[src/rtl/bus_pkg.sv]
// rtl/bus_pkg.sv - shared constants, state encoding and reset wait-state values for the bus arbiter
package bus_pkg;

  localparam int NMASTER_DEF = 3;
  localparam int DELAYW_DEF  = 4;

  // Master indices (bit positions in req/grant/master_wait)
  localparam int M_CPU = 0;
  localparam int M_VGA = 1;
  localparam int M_DMA = 2;

  // Chip-select codes returned by the external address decoder; 0 means unmapped
  localparam logic [3:0] CS_NONE    = 4'd0;
  localparam logic [3:0] CS_VECTORS = 4'd1;
  localparam logic [3:0] CS_ROM     = 4'd2;
  localparam logic [3:0] CS_RAM     = 4'd3;
  localparam logic [3:0] CS_IO      = 4'd4;
  localparam logic [3:0] CS_LED     = 4'd5;
  localparam logic [3:0] CS_SSRAM   = 4'd6;

  // Wait states loaded into the table at reset; every other entry is zero
  localparam int RST_DELAY_LED   = 1;
  localparam int RST_DELAY_SSRAM = 2;

  typedef enum logic [1:0] {
    ST_IDLE  = 2'd0,
    ST_START = 2'd1,
    ST_WAIT  = 2'd2,
    ST_DONE  = 2'd3
  } state_e;

  // Reset value of one wait-state table entry
  function automatic int rst_delay(input logic [3:0] idx);
    case (idx)
      CS_LED:   return RST_DELAY_LED;
      CS_SSRAM: return RST_DELAY_SSRAM;
      default:  return 0;
    endcase
  endfunction

endpackage

[src/rtl/rr_pick.sv]
// rtl/rr_pick.sv - rotate-priority encoder choosing the next requester after the last one served
module rr_pick #(
  parameter int N  = 3,
  parameter int IW = 2
) (
  input  logic [N-1:0]  req_i,
  input  logic [IW-1:0] last_i,
  output logic [N-1:0]  winner_o,
  output logic          valid_o
);

  // Scan from last+1 upward with wrap-around; the first set request wins
  always_comb begin
    int          raw;
    logic [IW-1:0] idx;
    winner_o = '0;
    valid_o  = 1'b0;
    raw      = 0;
    idx      = '0;
    for (int k = 1; k <= N; k++) begin
      raw = int'(last_i) + k;
      if (raw >= N) raw = raw - N;
      idx = IW'(raw);
      if (!valid_o && req_i[idx]) begin
        winner_o[idx] = 1'b1;
        valid_o       = 1'b1;
      end
    end
  end

endmodule

[src/rtl/bus_arbiter_rr.sv]
// rtl/bus_arbiter_rr.sv - round-robin bus arbiter with per-chip-select wait-state sequencing
module bus_arbiter_rr
  import bus_pkg::*;
#(
  parameter int NMASTER = NMASTER_DEF,
  parameter int DELAYW  = DELAYW_DEF
) (
  input  logic               clock,
  input  logic               reset_n,
  input  logic [NMASTER-1:0] req,
  input  logic [3:0]         cs,
  input  logic               cfg_we,
  input  logic [3:0]         cfg_cs,
  input  logic [DELAYW-1:0]  cfg_delay,
  output logic [NMASTER-1:0] grant,
  output logic               start,
  output logic               chipselect_en,
  output logic [NMASTER-1:0] master_wait,
  output logic               bus_error
);

  localparam int LW = (NMASTER > 1) ? $clog2(NMASTER) : 1;

  state_e             state_q, state_d;
  logic [NMASTER-1:0] grant_q, grant_d;
  logic [LW-1:0]      last_q, last_d;
  logic [DELAYW-1:0]  cnt_q, cnt_d;
  logic [3:0]         cs_q, cs_d;
  logic [DELAYW-1:0]  table_q [16];

  logic [NMASTER-1:0] pick_winner;
  logic               pick_valid;
  logic [LW-1:0]      gidx;
  logic               req_g;
  logic [DELAYW-1:0]  cur_delay;

  rr_pick #(
    .N  (NMASTER),
    .IW (LW)
  ) u_pick (
    .req_i    (req),
    .last_i   (last_q),
    .winner_o (pick_winner),
    .valid_o  (pick_valid)
  );

  // Index of the currently granted master, used to update the round-robin pointer
  always_comb begin
    gidx = '0;
    for (int i = 0; i < NMASTER; i++) begin
      if (grant_q[i]) gidx = LW'(i);
    end
  end

  assign req_g     = |(req & grant_q);
  assign cur_delay = table_q[cs];

  // Next-state logic: grant, latch cs and count down wait states; any req drop ends the access
  always_comb begin
    state_d = state_q;
    grant_d = grant_q;
    last_d  = last_q;
    cnt_d   = cnt_q;
    cs_d    = cs_q;
    case (state_q)
      ST_IDLE: begin
        if (pick_valid) begin
          grant_d = pick_winner;
          state_d = ST_START;
        end
      end
      ST_START: begin
        cs_d  = cs;
        cnt_d = cur_delay;
        if (!req_g) begin
          grant_d = '0;
          last_d  = gidx;
          state_d = ST_IDLE;
        end else if (cur_delay == '0 || cs == CS_NONE) begin
          state_d = ST_DONE;
        end else begin
          state_d = ST_WAIT;
        end
      end
      ST_WAIT: begin
        if (!req_g) begin
          grant_d = '0;
          cnt_d   = '0;
          last_d  = gidx;
          state_d = ST_IDLE;
        end else if (cnt_q == DELAYW'(1)) begin
          state_d = ST_DONE;
        end else begin
          cnt_d = cnt_q - DELAYW'(1);
        end
      end
      ST_DONE: begin
        if (!req_g) begin
          grant_d = '0;
          last_d  = gidx;
          state_d = ST_IDLE;
        end
      end
      default: state_d = ST_IDLE;
    endcase
  end

  // Sequencer registers; last starts at the top master so the CPU wins first
  always_ff @(posedge clock) begin
    if (!reset_n) begin
      state_q <= ST_IDLE;
      grant_q <= '0;
      last_q  <= LW'(NMASTER - 1);
      cnt_q   <= '0;
      cs_q    <= '0;
    end else begin
      state_q <= state_d;
      grant_q <= grant_d;
      last_q  <= last_d;
      cnt_q   <= cnt_d;
      cs_q    <= cs_d;
    end
  end

  // Wait-state table as flops so a write is visible to a read on the very next cycle
  always_ff @(posedge clock) begin
    if (!reset_n) begin
      for (int i = 0; i < 16; i++) begin
        table_q[i] <= DELAYW'(rst_delay(4'(i)));
      end
    end else if (cfg_we) begin
      table_q[cfg_cs] <= cfg_delay;
    end
  end

  assign grant         = grant_q;
  assign start         = (state_q == ST_START);
  assign chipselect_en = (state_q != ST_IDLE);
  assign master_wait   = (state_q == ST_DONE) ? ~grant_q : '1;
  assign bus_error     = (state_q == ST_DONE) && (cs_q == CS_NONE);

endmodule

[config.mk]
export PLATFORM = sky130hd
export DESIGN_NAME = bus_arbiter_rr
export DESIGN_NICKNAME = d
export VERILOG_FILES = /design/src/rtl/bus_pkg.sv /design/src/rtl/rr_pick.sv /design/src/rtl/bus_arbiter_rr.sv
export SDC_FILE = /design/constraint.sdc
export NUM_CORES = 1
export LEC_CHECK = 0
export BUFFER_PORTS_ARGS = -buffer_cell sky130_fd_sc_hd__buf_2
export CAP_MARGIN = 20
export CORE_MARGIN = 1.5
export CORE_UTILIZATION = 34
export CTS_CLUSTER_SIZE = 12
export DETAILED_ROUTE_END_ITERATION = 8
export HOLD_SLACK_MARGIN = 0.12
export PLACE_DENSITY = 0.54
export SYNTH_ARGS = -nofsm -noshare
export SYNTH_HDL_FRONTEND = slang
export SYNTH_SLANG_ARGS = --single-unit
[constraint.sdc]
create_clock -name clock -period 2.74 [get_ports clock]
set_input_delay 0.137 -clock clock [delete_from_list [all_inputs] [get_ports clock]]
set_output_delay 0.137 -clock clock [all_outputs]
set_load 0.05 [all_outputs]
# Yosys cells after proc, flatten, opt, wreduce, memory -nomap -nowiden
# Memory sizes are Yosys's and may differ from the RTL's.
# Cells that the tools add are included.
# Widths: inputs -> output; s select.
dict set report word_totals {
  output_inout_bits 9
  reg_bits 15
  inputBits 18
  n_memories 1
  word_cells 105
  ramBits 64
}
dict set report classes {
  n_eq_ne 9
  magnitude_cmp 9
  n_reduce_logical 22
  bitwise_logic 5
  mux 47
  addsub 7
}
# memory depth width rd rd_ports_with_merged_regs wr line
set mem_list {}
lappend mem_list {table_q 16 4 1 0 16 bus_arbiter_rr.sv:29} ;# logic [DELAYW-1:0] table_q [16];
# cell count
set op_table {}
lappend op_table {{$mux 4} 7}
lappend op_table {{$mux 2} 9}
lappend op_table {{$mux 3} 6}
lappend op_table {{$mux 1} 16}
lappend op_table {{$logic_not 4->1} 3}
lappend op_table {{$ge 3x2->1 const B} 3}
lappend op_table {{$lt 2x3->1 const B} 3}
lappend op_table {{$pmux 2 s4} 1}
lappend op_table {{$pmux 4 s2} 1}
lappend op_table {{$add 2x2->3 const B} 2}
lappend op_table {{$bmux 1 s2} 3}
lappend op_table {{$demux 1 s2} 3}
lappend op_table {{$ge 2x1->1 const B} 3}
lappend op_table {{$logic_and 1x1->1} 6}
lappend op_table {{$ne 2x2->1 const B} 3}
lappend op_table {{$ne 3x3->1 const B} 2}
lappend op_table {{$or 3x3->3} 2}
lappend op_table {{$pmux 3 s2} 1}
lappend op_table {{$reduce_and 2->1} 3}
lappend op_table {{$reduce_or 3->1} 2}
lappend op_table {{$sub 2x1->2 const B} 3}
lappend op_table {{$eq 2x2->1 const B} 2}
lappend op_table {{$eq 4x1->1 const B} 1}
lappend op_table {{$reduce_bool 2->1} 2}
lappend op_table {{other kinds (11)} 12}

# Longest topological paths before layout
dict set report logic_depth {
  word_depth 14
  ltp_mapped 8
  ltp_nobuf 7
}

# By module
# A second synthesis with hierarchy kept.
dict set report unflattened {
  hier_cells 361
  hier_area_um2 4167.7
}
# mod n_inst area_per_inst_um2 cells_per_inst seq_area_each_um2
set modules_own_cells {}
lappend modules_own_cells {bus_arbiter_rr 1 3821.2 318 2222.1}
lappend modules_own_cells {rr_pick 1 346.6 43 0.0}

# Least setup slack after synthesis
# Ideal clock, no wire load.
dict set report synth_timing {
  kind {input port to flip-flop}
  startpoint {input port cs[2]}
  endpoint {register state_q[0]}
  n_path_buf 2
  arrival_time_ns 1.913
  required_ns 2.666
  path_stages 7
  setup_slack_ns 0.753
  setup_time_ns 0.074
  cell_sequence {clkbuf_1 -> clkbuf_1 -> mux4_1 -> a22oi_1 -> nand2_1 -> or4b_1 -> a31oi_1}
}
dict set report synth_between {
  elab_chain_len 6
  elab_cells_between_ends 7
  classes_between {mux: 3; reduce/logical: 3; memory: 1}
}
# element line
set synth_rtl {}
lappend synth_rtl {{start: declaration} bus_arbiter_rr.sv:11} ;# input logic [3:0] cs,
lappend synth_rtl {{$mem_v2 16x4} n/a}
lappend synth_rtl {{$logic_not 4->1} bus_arbiter_rr.sv:79} ;# end else if (cur_delay == '0 || cs == CS_NONE) begin
lappend synth_rtl {{$logic_or 1x1->1 *} bus_arbiter_rr.sv:79}
lappend synth_rtl {{$mux 1 *} bus_arbiter_rr.sv:79}
lappend synth_rtl {{$mux 2 *} bus_arbiter_rr.sv:75} ;# if (!req_g) begin
lappend synth_rtl {{$pmux 2 s4 *} bus_arbiter_rr.sv:65} ;# case (state_q)
lappend synth_rtl {{end signal: assignment} bus_arbiter_rr.sv:117} ;# state_q <= state_d;
lappend synth_rtl {{end: declaration} bus_arbiter_rr.sv:24} ;# state_e state_q, state_d;
# Mark *: on every way between the ends. The rest lies on a longest branch, timed or not.
# A chain may end at the register's enable or synchronous reset.

# Worst setup path in the final report
dict set report layout_timing {
  startpoint {register last_q[0]}
  endpoint {register state_q[0]}
}
dict set report layout_between {
  elab_chain_len 14
  elab_cells_between_ends 27
  classes_between {add/sub: 6; order compare: 3; eq/ne: 1; mux: 12; reduce/logical: 5}
}
# element line
set layout_rtl {}
lappend layout_rtl {{start: declaration} bus_arbiter_rr.sv:26} ;# logic [LW-1:0] last_q, last_d;
lappend layout_rtl {{start signal: assignment} bus_arbiter_rr.sv:113} ;# last_q <= LW'(NMASTER - 1);
lappend layout_rtl {{start signal: assignment} bus_arbiter_rr.sv:119} ;# last_q <= last_d;
lappend layout_rtl {{$add 2x1->3} rr_pick.sv:21} ;# raw = int'(last_i) + k;
lappend layout_rtl {{$ge 3x2->1 or $sub 2x1->2 (tied branches)} rr_pick.sv:22} ;# if (raw >= N) raw = raw - N;
lappend layout_rtl {{$mux 2} rr_pick.sv:22}
lappend layout_rtl {{$bmux 1 s2} rr_pick.sv:24} ;# if (!valid_o && req_i[idx]) begin
lappend layout_rtl {{$mux 1 (implied by the code)} rr_pick.sv:24}
lappend layout_rtl {{$mux 1} rr_pick.sv:24}
lappend layout_rtl {{$logic_not 1->1} rr_pick.sv:24}
lappend layout_rtl {{$logic_and 1x1->1} rr_pick.sv:24}
lappend layout_rtl {{$mux 1} rr_pick.sv:24}
lappend layout_rtl {{$logic_not 1->1} rr_pick.sv:24}
lappend layout_rtl {{$logic_and 1x1->1} rr_pick.sv:24}
lappend layout_rtl {{$mux 1 *} rr_pick.sv:24}
lappend layout_rtl {{$ne 2x2->1 (no line) *} n/a}
lappend layout_rtl {{$reduce_and 3->1 (no line) *} n/a}
# Mark *: on every way between the ends. The rest lies on a longest branch, timed or not. The select of a mux whose other input is x is not followed.

==> impl_metrics.toml <==
[final_layout]
fillerInstances = 1136
finish.net_count = 378
antenna_cells = 0
synthToLayoutAreaGrowth_pct = 12.0
drive_above_1_share_pct = 15.6
finalInstanceArea_sq_um = 4670

[sta]
holdWs_ns = 0.220
tightest_slew_ns = 0.630
hold_viol = 0
relSlewSlack_pct = 57.6
period_share_pct = 78.6
post-route-min-period_ns = 2.15
slew_violations = 0
fmax_mhz = 464
fin_ws_ns = 0.587
finClkSkew_ns = 0.00741
setup_tns_ns = 0
setup_viol = 0
rsz0062_at_grt = "false"

[die]
rows = 40
dieHeight_um = 114
ios = 27
die_x_um = 114
coreArea_sq_um = 12000
dieArea_sq_um = 12900
initial_core_util_pct = 34.9

[power_and_ir_drop]
leakage_uw = 0.00174
powerDensity_nw_per_um2 = 700
power_uw = 3270
vdd_drop_max_v = 0.000296

[synthesis]
synth_fp_nets = 358
synth_top_area_share_pct = 46.1
ys_types = 50
synth_edf_count = 64
ys_top_cells_by_area = "edfxtp_1, and2_1, mux4_1, dfxtp_1, mux2i_1"
synth_area_leader_cell = "edfxtp_1"
synth_commonest_cells = "and2_1, edfxtp_1, o21ai_0, nor2_1"
synth_ff_type = "edfxtp_1"
async_flop_share_pct = 0
postSynthCellCount = 333
syn-cell-area_sq_um = 4170
ys_seq_area_share_pct = 53.3
synth-seq-cells = 79
syn_area_per_cell_sq_um = 12.5
yosysWarnings = 0

[clock_tree]
cts_hold_buffers = 0
worstSkewPairLatency_ns = 0.33
ctsHtreeMaxLevel = 3
cts_tree = "built"
cts.sinks = 79
cts_inserted_buffers = 9
cts_resized = 0
clockRootBuffer = "clkbuf_16"
clk_pin_slew_ns = 0.06
clockBufferDepth = 2
post_cts_buffers = 0

[outcome]
outcome = "complete, no violations"

[worst_setup_path]
crit_type = "flop to flop"
critPathCaptureType = "flop"
crit_path_max_fanout = 10
startpoint_type = "flop"
cp.arrival_ns = 2.41
required_ns = 2.99

[place]
dp_slack_ns = 0.452
gp_congestion = 0.790
placed_area_sq_um = 4400
io_buffers = 26
dp_hpwl_mm = 6.20

[global_route]
grt_max_degree = 30
grt_pass1_vias = 2643
gr-total-overflow = 0
grt_pass1_wl_mm = 14.2
grtUsageTotal_pct = 14.4
antenna_found_initial = 0

[routing]
wl_mm = 8.73
detail-route-antenna-nets = 0
via_count = 2651
drt-wirelength-per-cell_um = 17.3
drt_iter0_drc = 234
vias_per_cell = 5.25
drc_errors = 0
firstDrtPassIters = 4

[hold_path]
min_path_type = "input pin to flop"

[flow_run]
drv_cap = 0
[registers in the layout, summed over array words and instances, names as in the netlist]
name and cells:
cnt_q 4, grant 3, cs_q 4, table_q 64, state_q 2, last_q 2
[worst max-delay path: stages (launching register included)]
cell	delay, ns
dfxtp_1	0.44
inv_1	0.12
ha_1	0.48
o21ai_0	0.24
a31oi_1	0.44
o21ai_0	0.19
a31oi_1	0.16
[routing by layer]
layer | share of wire, % | routed length, um | vias up | global-route usage (%)
met5 | 0 | 0 | - | 0
met4 | 1.6 | 141 | 0 | 4.58
met3 | 4.2 | 367 | 13 | 3.51
met2 | 45 | 3950 | 60 | 22.3
met1 | 49 | 4270 | 1295 | 20.2
li1 | - | - | 1283 | -
[through the flow]
stage / utilization, % / instances
after floorplan: - / 333
after global placement: 36.8 / 489
after detailed placement: 36.8 / 489
after CTS: 39.0 / 505
after global routing: 39.0 / 505
final: 39.0 / 505
[power breakdown]
part,internal [uW],switching [uW]
clock network,613,475
registers,1410,81.3
logic,282,408
[cell usage in the layout (no fill, tap or decap), types with 4 or more instances in the layout]
master / Yosys / routed
a21boi_0: 4 / 4
a31oi_1: 4 / 4
and2_1: 64 / 64
buf_2: 1 / 26
clkbuf_16: 0 / 9
dfxtp_1: 15 / 15
edfxtp_1: 64 / 64
ha_1: 7 / 7
inv_1: 5 / 5
mux2i_1: 12 / 12
mux4_1: 12 / 12
mux4_2: 4 / 4
nand2_1: 9 / 9
nand2b_1: 9 / 9
nand3_1: 4 / 4
nand3b_1: 4 / 4
nor2_1: 17 / 17
nor2b_1: 13 / 13
nor3_1: 6 / 6
o21ai_0: 18 / 18
[final timing paths]
kind / startpoint / end / slack (ns) / depth (start not counted)
min reg2reg: cs_q[1]$_SDFFE_PN0P_ / cs_q[1]$_SDFFE_PN0P_ / 0.52 / 2
max: last_q[0]$_SDFFE_PN0P_ / state_q[0]$_SDFFE_PN0P_ / 0.59 / 6
max reg2reg: last_q[0]$_SDFFE_PN0P_ / state_q[0]$_SDFFE_PN0P_ / 0.59 / 6
min: cs[3] / cs_q[3]$_SDFFE_PN0P_ / 0.22 / 3
[logic make-up after synthesis]
| logic type | after synthesis | share of synthesized area (%) |
|---|---|---|
| multiplexers | 30 | 13.1 |
| AO/OA/AOI/OAI | 49 | 8.16 |
| XOR/XNOR | 2 | 0.420 |
| buffers and inverters | 25 | 3.03 |
| AND/OR/NAND/NOR | 141 | 19.8 |
| flip-flops | 79 | 53.3 |
| adder cells (fa/ha/maj) | 7 | 2.10 |
[layout make-up]
class	instances	area (sq um)	share of cell area [%]
flip-flops and latches	79	2220	47.6
clock buffers	9	225	4.82
clock inverters	7	46.3	0.991
multi-input cells	229	1820	39.0
well taps	147	184	3.94
inverters	5	18.8	0.402
repair buffers	29	153	3.27
No activity file was read; power rests on OpenSTA's default activity.
